===== src/rtl/imm_pkg.sv =====
// Shared type codes, opcodes and buffer state encoding for the immediate decode stage.
// Latency: n/a (definitions only).
// Backpressure: n/a.
package imm_pkg;

  // Resolved immediate type codes; anything above IMM_J is illegal.
  localparam logic [2:0] IMM_I       = 3'b000;
  localparam logic [2:0] IMM_S       = 3'b001;
  localparam logic [2:0] IMM_B       = 3'b010;
  localparam logic [2:0] IMM_U       = 3'b011;
  localparam logic [2:0] IMM_J       = 3'b100;
  localparam logic [2:0] IMM_ILLEGAL = 3'b111;

  // Major opcodes (instr[6:0]) that carry an immediate.
  localparam logic [6:0] OPC_LOAD   = 7'b0000011;
  localparam logic [6:0] OPC_OPIMM  = 7'b0010011;
  localparam logic [6:0] OPC_JALR   = 7'b1100111;
  localparam logic [6:0] OPC_STORE  = 7'b0100011;
  localparam logic [6:0] OPC_BRANCH = 7'b1100011;
  localparam logic [6:0] OPC_LUI    = 7'b0110111;
  localparam logic [6:0] OPC_AUIPC  = 7'b0010111;
  localparam logic [6:0] OPC_JAL    = 7'b1101111;

  // Occupancy of the two-entry output/skid buffer.
  typedef enum logic [1:0] {
    BUF_EMPTY = 2'd0,
    BUF_ONE   = 2'd1,
    BUF_FULL  = 2'd2
  } buf_state_e;

  // Map an opcode to its immediate format; unknown opcodes resolve to IMM_ILLEGAL.
  function automatic logic [2:0] opcode_to_type(input logic [6:0] opc);
    logic [2:0] t;
    case (opc)
      OPC_LOAD, OPC_OPIMM, OPC_JALR: t = IMM_I;
      OPC_STORE:                     t = IMM_S;
      OPC_BRANCH:                    t = IMM_B;
      OPC_LUI, OPC_AUIPC:            t = IMM_U;
      OPC_JAL:                       t = IMM_J;
      default:                       t = IMM_ILLEGAL;
    endcase
    return t;
  endfunction

endpackage


===== src/rtl/immediate_decode_stage_if.sv =====
// Instruction-in / immediate-out handshake bundle for the immediate decode stage.
// Latency: n/a (wiring only).
// Backpressure: valid/ready on both sides; the producer holds in_* until in_ready.
interface immediate_decode_stage_if #(
  parameter int XLEN  = 64,
  parameter int TAG_W = 64
);
  logic              in_valid;
  logic              in_ready;
  logic [31:0]       in_instr;
  logic [2:0]        in_imm_type;
  logic [TAG_W-1:0]  in_tag;

  logic              out_valid;
  logic              out_ready;
  logic [XLEN-1:0]   out_imm;
  logic [2:0]        out_imm_type;
  logic              out_illegal;
  logic [TAG_W-1:0]  out_tag;

  // Producer of instructions and consumer of immediates (fetch side + ID/EX).
  modport master (
    output in_valid, in_instr, in_imm_type, in_tag, out_ready,
    input  in_ready, out_valid, out_imm, out_imm_type, out_illegal, out_tag
  );

  // The decode stage itself.
  modport slave (
    input  in_valid, in_instr, in_imm_type, in_tag, out_ready,
    output in_ready, out_valid, out_imm, out_imm_type, out_illegal, out_tag
  );
endinterface


===== src/rtl/imm_extract.sv =====
// Combinational immediate assembly and sign extension for I/S/B/U/J formats.
// Latency: 0 cycles (pure combinational).
// Backpressure: none; the caller registers the result.
module imm_extract
  import imm_pkg::*;
#(
  parameter int XLEN        = 64,
  parameter int AUTO_DECODE = 1
) (
  input  logic [31:0]     instr,
  input  logic [2:0]      imm_type,
  output logic [XLEN-1:0] imm,
  output logic [2:0]      res_type,
  output logic            illegal
);

  logic [2:0]  sel_type;
  logic [31:0] imm32;

  // The type source is fixed at elaboration: opcode decode or the explicit input.
  generate
    if (AUTO_DECODE != 0) begin : g_auto
      logic unused_imm_type;
      assign sel_type        = opcode_to_type(instr[6:0]);
      assign unused_imm_type = ^imm_type;
    end else begin : g_manual
      logic unused_opcode;
      assign sel_type      = imm_type;
      assign unused_opcode = ^instr[6:0];
    end
  endgenerate

  // Scatter-gather the immediate bits into a 32-bit sign-extended value.
  always_comb begin
    imm32    = '0;
    res_type = sel_type;
    illegal  = 1'b0;
    case (sel_type)
      IMM_I: imm32 = {{20{instr[31]}}, instr[31:20]};
      IMM_S: imm32 = {{20{instr[31]}}, instr[31:25], instr[11:7]};
      IMM_B: imm32 = {{19{instr[31]}}, instr[31], instr[7], instr[30:25],
                      instr[11:8], 1'b0};
      IMM_U: imm32 = {instr[31:12], 12'b0};
      IMM_J: imm32 = {{11{instr[31]}}, instr[31], instr[19:12], instr[20],
                      instr[30:21], 1'b0};
      default: begin
        // Unsupported types still flow down the pipe, flagged, with a zero immediate.
        imm32   = '0;
        illegal = 1'b1;
      end
    endcase
  end

  // Widen to XLEN; for XLEN=32 the upper fill is fully overwritten.
  always_comb begin
    imm       = {XLEN{imm32[31]}};
    imm[31:0] = imm32;
  end

endmodule


===== src/rtl/immediate_decode_stage.sv =====
// Decode-stage immediate generator: one instruction in, one sign-extended immediate out.
// Latency: 1 cycle from input transfer to out_valid; throughput 1/cycle when out_ready holds.
// Backpressure: 2-entry output+skid buffer; in_ready drops only when both entries are held.
module immediate_decode_stage
  import imm_pkg::*;
#(
  parameter int XLEN        = 64,
  parameter int TAG_W       = 64,
  parameter int AUTO_DECODE = 1
) (
  input  logic clk,
  input  logic reset,
  input  logic flush,
  immediate_decode_stage_if.slave bus
);

  typedef struct packed {
    logic [XLEN-1:0]  imm;
    logic [2:0]       imm_type;
    logic             illegal;
    logic [TAG_W-1:0] tag;
  } entry_t;

  buf_state_e       state;
  buf_state_e       state_nxt;
  entry_t           head;       // entry 0: drives out_*
  entry_t           skid;       // entry 1: holds the overflow while head stalls
  entry_t           new_entry;
  logic [XLEN-1:0]  ext_imm;
  logic [2:0]       ext_type;
  logic             ext_illegal;
  logic             push;
  logic             pop;
  logic             head_ld_new;
  logic             head_ld_skid;
  logic             skid_ld_new;

  imm_extract #(
    .XLEN        (XLEN),
    .AUTO_DECODE (AUTO_DECODE)
  ) u_extract (
    .instr    (bus.in_instr),
    .imm_type (bus.in_imm_type),
    .imm      (ext_imm),
    .res_type (ext_type),
    .illegal  (ext_illegal)
  );

  assign new_entry = '{imm: ext_imm, imm_type: ext_type, illegal: ext_illegal,
                       tag: bus.in_tag};

  // in_ready ignores same-cycle pops so it never depends on out_ready combinationally.
  assign bus.in_ready  = (state != BUF_FULL);
  assign bus.out_valid = (state != BUF_EMPTY);
  assign push          = bus.in_valid && bus.in_ready;
  assign pop           = bus.out_valid && bus.out_ready;

  assign bus.out_imm      = head.imm;
  assign bus.out_imm_type = head.imm_type;
  assign bus.out_illegal  = head.illegal;
  assign bus.out_tag      = head.tag;

  // Occupancy state register.
  always_ff @(posedge clk or posedge reset) begin
    if (reset) begin
      state <= BUF_EMPTY;
    end else begin
      state <= state_nxt;
    end
  end

  // Next occupancy and entry load selects; flush overrides any push or pop.
  always_comb begin
    state_nxt    = state;
    head_ld_new  = 1'b0;
    head_ld_skid = 1'b0;
    skid_ld_new  = 1'b0;
    if (flush) begin
      state_nxt = BUF_EMPTY;
    end else begin
      case (state)
        BUF_EMPTY: begin
          if (push) begin
            state_nxt   = BUF_ONE;
            head_ld_new = 1'b1;
          end
        end
        BUF_ONE: begin
          if (push && pop) begin
            head_ld_new = 1'b1;
          end else if (push) begin
            state_nxt   = BUF_FULL;
            skid_ld_new = 1'b1;
          end else if (pop) begin
            state_nxt = BUF_EMPTY;
          end
        end
        BUF_FULL: begin
          // No push is possible here because in_ready is low.
          if (pop) begin
            state_nxt    = BUF_ONE;
            head_ld_skid = 1'b1;
          end
        end
        default: state_nxt = BUF_EMPTY;
      endcase
    end
  end

  // Head register: loads new data or promotes the skid entry; otherwise holds stable.
  always_ff @(posedge clk or posedge reset) begin
    if (reset) begin
      head.imm      <= '0;
      head.imm_type <= IMM_ILLEGAL;
      head.illegal  <= 1'b0;
      head.tag      <= '0;
    end else if (head_ld_new) begin
      head <= new_entry;
    end else if (head_ld_skid) begin
      head <= skid;
    end
  end

  // Skid register: captures the input that arrives while the head is stalled.
  always_ff @(posedge clk or posedge reset) begin
    if (reset) begin
      skid <= '0;
    end else if (skid_ld_new) begin
      skid <= new_entry;
    end
  end

endmodule


===== src/flat_wrapper.sv =====
// flat-port wrapper written by rule: the top's interface ports become plain ports
module immediate_decode_stage_flat import imm_pkg::*;
#(
  parameter int XLEN        = 64,
  parameter int TAG_W       = 64,
  parameter int AUTO_DECODE = 1
)
  (clk, reset, flush, bus_in_valid, bus_in_instr, bus_in_imm_type, bus_in_tag, bus_out_ready, bus_in_ready, bus_out_valid, bus_out_imm, bus_out_imm_type, bus_out_illegal, bus_out_tag);
  immediate_decode_stage_if #(.XLEN(XLEN), .TAG_W(TAG_W)) bus_i ();
  input  logic clk;
  input  logic reset;
  input  logic flush;
  input wire logic [$bits(bus_i.in_valid)-1:0] bus_in_valid;
  input wire logic [$bits(bus_i.in_instr)-1:0] bus_in_instr;
  input wire logic [$bits(bus_i.in_imm_type)-1:0] bus_in_imm_type;
  input wire logic [$bits(bus_i.in_tag)-1:0] bus_in_tag;
  input wire logic [$bits(bus_i.out_ready)-1:0] bus_out_ready;
  output wire logic [$bits(bus_i.in_ready)-1:0] bus_in_ready;
  output wire logic [$bits(bus_i.out_valid)-1:0] bus_out_valid;
  output wire logic [$bits(bus_i.out_imm)-1:0] bus_out_imm;
  output wire logic [$bits(bus_i.out_imm_type)-1:0] bus_out_imm_type;
  output wire logic [$bits(bus_i.out_illegal)-1:0] bus_out_illegal;
  output wire logic [$bits(bus_i.out_tag)-1:0] bus_out_tag;
  assign bus_i.in_valid = bus_in_valid;
  assign bus_i.in_instr = bus_in_instr;
  assign bus_i.in_imm_type = bus_in_imm_type;
  assign bus_i.in_tag = bus_in_tag;
  assign bus_i.out_ready = bus_out_ready;
  assign bus_in_ready = bus_i.in_ready;
  assign bus_out_valid = bus_i.out_valid;
  assign bus_out_imm = bus_i.out_imm;
  assign bus_out_imm_type = bus_i.out_imm_type;
  assign bus_out_illegal = bus_i.out_illegal;
  assign bus_out_tag = bus_i.out_tag;
  immediate_decode_stage #(.XLEN(XLEN), .TAG_W(TAG_W), .AUTO_DECODE(AUTO_DECODE)) u_core (.clk(clk), .reset(reset), .flush(flush), .bus(bus_i));
endmodule

===== config.mk =====
export PLATFORM = sky130hd
export DESIGN_NAME = immediate_decode_stage_flat
export DESIGN_NICKNAME = d
export VERILOG_FILES = /design/src/rtl/imm_pkg.sv /design/src/rtl/immediate_decode_stage_if.sv /design/src/rtl/imm_extract.sv /design/src/rtl/immediate_decode_stage.sv /design/src/flat_wrapper.sv
export SDC_FILE = /design/constraint.sdc
export NUM_CORES = 1
export LEC_CHECK = 0
export CORE_MARGIN = 3
export CORE_UTILIZATION = 55
export DETAILED_ROUTE_END_ITERATION = 7
export DONT_BUFFER_PORTS = 1
export HOLD_SLACK_MARGIN = 0.1
export PLACE_DENSITY = 0.75
export REMOVE_ABC_BUFFERS = 1
export SYNTH_ARGS = -nofsm -noshare
export SYNTH_HDL_FRONTEND = slang
export SYNTH_SLANG_ARGS = --single-unit

===== constraint.sdc =====
create_clock -name clk -period 18.05 [get_ports clk]
set_clock_uncertainty 0.2 [all_clocks]
set_input_delay 1.805 -clock clk [delete_from_list [all_inputs] [get_ports clk]]
set_output_delay 1.805 -clock clk [all_outputs]
set_load 0.1 [all_outputs]

### Word-level counts from Yosys, hierarchy flattened

Cells that the tools add are included.

* multiplexer cells: 22
* eq/ne operators: 19
* reduce and logical (&&, ||, !) cells: 11

Operator list (number)
* $mux 132: 2
* $pmux 32 s5: 1
* $eq 7x7->1 const B: 3
* $pmux 3 s5: 1
* $eq 7x5->1 const B: 2
* $eq 7x6->1 const B: 2
* $mux 2: 6
* $mux 1: 10
* $eq 7x2->1 const B: 1
* $eq 3x2->1 const B: 2
* $ne 3x2->1 const B: 2
* $pmux 2 s3: 1
* $reduce_or 5->1: 1
* $ne 4x2->1 const B: 1
* $reduce_and 4->1: 1
* $reduce_bool 2->1: 2
* $eq 3x1->1 const B: 1
* $eq 3x3->1 const B: 1
* $logic_and 1x1->1: 3
* $logic_not 3->1: 1
* $ne 3x3->1 const B: 1
* $reduce_or 3->1: 1
* $eq 2x1->1 const B: 1
* $eq 2x2->1 const B: 1
* 4 further kinds: 4

* output and inout port bits: 134
* register bits: 234
* word-level logic and storage cells: 61

### Longest topological paths before layout

* depth after elaboration: 7
* gate-level depth with buffers: 7

### Hierarchy

A second synthesis with hierarchy kept.

* cell total of the unflattened synthesis: 825
* area, all modules: 12260.5 sq um

Modules (own cells, without submodules)
* immediate_decode_stage: times used 1, cells an instance 726, seq. area each 6660.1 sq um, area each 11486.0 sq um
* imm_extract: times used 1, cells an instance 99, seq. area each 0.0 sq um, area each 774.5 sq um

### Least setup slack after synthesis

OpenSTA, ideal clock, no wires.

* kind: register -> output
* start: reg u_core.bus.out_imm[62] (netlist name)
* end: out bus_out_imm[32]
* arrival: 1.855 ns
* required time: 16.045 ns
* setup slack: 14.190 ns
* cell stages (with the launch flop): 2
* path buffers: 1
* cells stage by stage: dfrtp_1 buf_4

RTL lines
* end: declaration: line flat_wrapper.sv:20 `output wire logic [$bits(bus_i.out_imm)-1:0] bus_out_imm;`

==> run_results.csv <==
group,metric,value,unit
drt,wire_per_inst,19.1,um
timing,fmax,0.187,GHz
timing,rsz0062_at_grt,"false",
synthesis,netlist_area,8820,sq um
timing,post-route-min-period,5340,ps
global_route,first_global_vias,6692,
power_and_ir_drop,p_per_area,148,nW/um^2
power_and_ir_drop,netSwitchingFraction,38.3,%
drt,drt_iter0_drc,622,
clocking,post_cts_buffers,0,
synthesis,yosysWarnings,0,
setup_path,critPathRequiredTime,16040,ps
synthesis,avgSynthCellArea,9.31,sq um
finish,layoutNonFillerInstCount,1115,
placement,pre_cts_slack,13250,ps
clocking,cts_made_buffers,22,
floorplanning,die_y,133,um
placement,hpwl,12500,um
synthesis,synth_flop_cell,"dfrtp_1",
clocking,cts_tree,"built",
timing,hold_violations,0,
clocking,cts_sinks,202,
min_path,holdCritPathClass,"register to register",
floorplanning,die_area,17600,sq um
setup_path,worst_ep_arrival_time,3330,ps
setup_path,crit_fanout,25,
synthesis,synth_seq_cells,202,
global_route,grt_max_degree,137,
synthesis,synth_cell_types,52,
power_and_ir_drop,netSwitchingPower,542,uW
clocking,ctsResizeCount,0,
finish,ff_latch_area,5060,sq um
clocking,cts_max_level,1,
finish,area_delta_synth_final,8.26,%
global_route,grt_use_total,24.2,%
synthesis,synthCells,947,
timing,slew_headroom,27.2,%
global_route,grt_first_pass_wirelength,35500,um
finish,antenna-diode-count,0,
finish,layout.nets,992,
synthesis,synth_edf_count,0,
drt,vias,6553,
timing,max_slew.worst_pin.slew,1090,ps
drt,first_pass_iters,5,
drt,drtAntennaViolNets,0,
setup_path,crit_type,"register to primary output",
setup_path,crit_chain,"buf_12 -> buf_16",
global_route,antenna_found_initial,0,
setup_path,critPathMaxStageDelay,1790,ps
placement,dp.cells,1075,
power_and_ir_drop,power_frac_clock,33.1,%
setup_path,cp-start-kind,"register",
timing,slew_viol_final,0,
timing,setup_viol,0,
floorplanning,core-area,15400,sq um
finish,stdcell_area,9540,sq um
clocking,clkLatencyLatePin,490,ps
global_route,grt.overflow.total,0,
synthesis,seq_area_frac_synth,57.4,%
power_and_ir_drop,power_frac_seq,57.2,%
clocking,cts_hold_buffers,0,
drt,viasPerCell,5.88,
timing,finalCritPeriodShare,29.6,%
floorplanning,ioPinCount,238,
clocking,cts_buffer_depth,3,
finish,fillers,1295,
drt,totalWireLength,21300,um
setup_path,crit_path_top_delay_cell,"buf_12",
synthesis,async_flop_share,100,%
timing,timing.hold.ws,273,ps
clocking,clkSlewWorstSetupHoldPaths,60,ps
power_and_ir_drop,p_comb_share,9.7,%
placement,place_area,8770,sq um
power_and_ir_drop,p_int,873,uW
placement,place_congestion,0.821,
drt,route.detailed.drc,0,
floorplanning,start_util,57.1,%
power_and_ir_drop,p_leak,0.00464,uW
timing,worst_slack,12710,ps
clocking,root_buffer,"clkbuf_16",
status,status,"finished clean",
placement,io_buffers,0,
floorplanning,rows,45,
setup_path,cp-end-kind,"primary output",
flow_run,drv_cap,0,
power_and_ir_drop,peakVddDrop,0.0000936,V
floorplanning,die_w,133,um
finish,multi_input_area,3250,sq um
finish,final_layout_size_suffix_gt1_share,7.08,%
## registers in the layout (all words and copies together), names as in the netlist
register                 flops
u_core.bus.out_illegal       1
u_core.bus.out_imm          32
u_core.bus.out_imm_type      3
u_core.bus.out_tag          64
u_core.skid                100
u_core.state                 2
## metrics by stage
stage               TNS [ps]  total power (uW)  util, %
global placement           0               946     56.9
detailed placement         0               955     56.9
global route               0              1480     61.9
CTS                        0              1430     61.9
floorplan            -132480               918        -
finish                     0              1420     61.9
## layer usage
layer	GRT usage [%]	vias up	routed length, um
li1	-	3066	-
met1	31.4	3218	8840
met2	39.6	247	10000
met3	8.37	22	2180
met4	5.31	0	306
met5	0	-	0
## synth_stat cells, types with 2 or more instances
| master | count | area [sq um] |
|---|---|---|
| a211o_1 | 2 | 17.5 |
| a211oi_1 | 3 | 22.5 |
| a21o_1 | 4 | 30.0 |
| a21oi_1 | 29 | 145 |
| a221o_1 | 6 | 60.1 |
| a22o_1 | 7 | 61.3 |
| a22oi_1 | 76 | 571 |
| a311oi_1 | 2 | 17.5 |
| a32o_1 | 4 | 40.0 |
| a32oi_1 | 11 | 96.3 |
| buf_1 | 12 | 45.0 |
| buf_2 | 15 | 75.1 |
| buf_4 | 33 | 248 |
| clkbuf_1 | 32 | 120 |
| dfrtp_1 | 199 | 4980 |
| dfstp_2 | 3 | 78.8 |
| inv_1 | 16 | 60.1 |
| nand2_1 | 365 | 1370 |
| nand2b_1 | 5 | 31.3 |
| nand3_1 | 21 | 105 |
| nand4b_1 | 2 | 17.5 |
| nor2_1 | 28 | 105 |
| nor2b_1 | 4 | 25.0 |
| nor3_1 | 2 | 10.0 |
| nor3_2 | 2 | 20.0 |
| nor4_1 | 2 | 12.5 |
| o211ai_1 | 14 | 105 |
| o21ai_0 | 17 | 85.1 |
| o21ai_1 | 2 | 10.0 |
| o22ai_1 | 5 | 31.3 |
| o31ai_1 | 2 | 15.0 |
| or2_2 | 2 | 12.5 |
## layout make-up
cell class,count,area share [%]
clock inverters,9,1.32
inverters,16,0.708
repair buffers,10,1.34
well taps,211,2.77
multi-input cells,636,34.1
clock buffers,31,6.76
flip-flops and latches,202,53.0
## kinds of logic after synthesis
logic type / count (synthesis) / synth area share [%]
compound gates: 192 / 15.8
buf+inv: 109 / 6.34
flops: 202 / 57.4
mux: 2 / 0.241
simple gates: 442 / 20.2
## critical path: cells and delay by family, from the launching register on
kind | cells | cell delay, ps
flops | 1 | 430
buf+inv | 2 | 2290
## placed cells by master (no fill, tap or decap), types with 14 or more instances in the layout
cell type    n
nand2_1    364
o21ai_0     17
nand3_1     21
a22oi_1     76
a21oi_1     28
clkbuf_16   23
inv_1       15
o211ai_1    14
dfrtp_1    198
nor2_1      28
## worst paths after layout
kind / from / endpoint / slack (ps) / cells past startpoint
max: u_core.bus.out_imm[62] / bus_out_imm[58] / 12710 / 2
min: u_core.skid[11] / u_core.skid[11] / 270 / 2
max reg2reg: u_core.state[1] / u_core.skid[93] / 14990 / 4
min reg2reg: u_core.skid[11] / u_core.skid[11] / 270 / 2
max in group asynchronous: reset / u_core.skid[26] / 15060 / 2
min in group asynchronous: reset / u_core.bus.out_tag[21] / 1180 / 1
## power groups by stage
stage	clock network, uW	logic, uW	registers [uW]
finish	468	137	810
global route	497	159	819
CTS	478	139	810
detailed placement	0	138	817
global placement	0	131	815
floorplan	0	97.0	821
(Power assumes the default switching activity.)
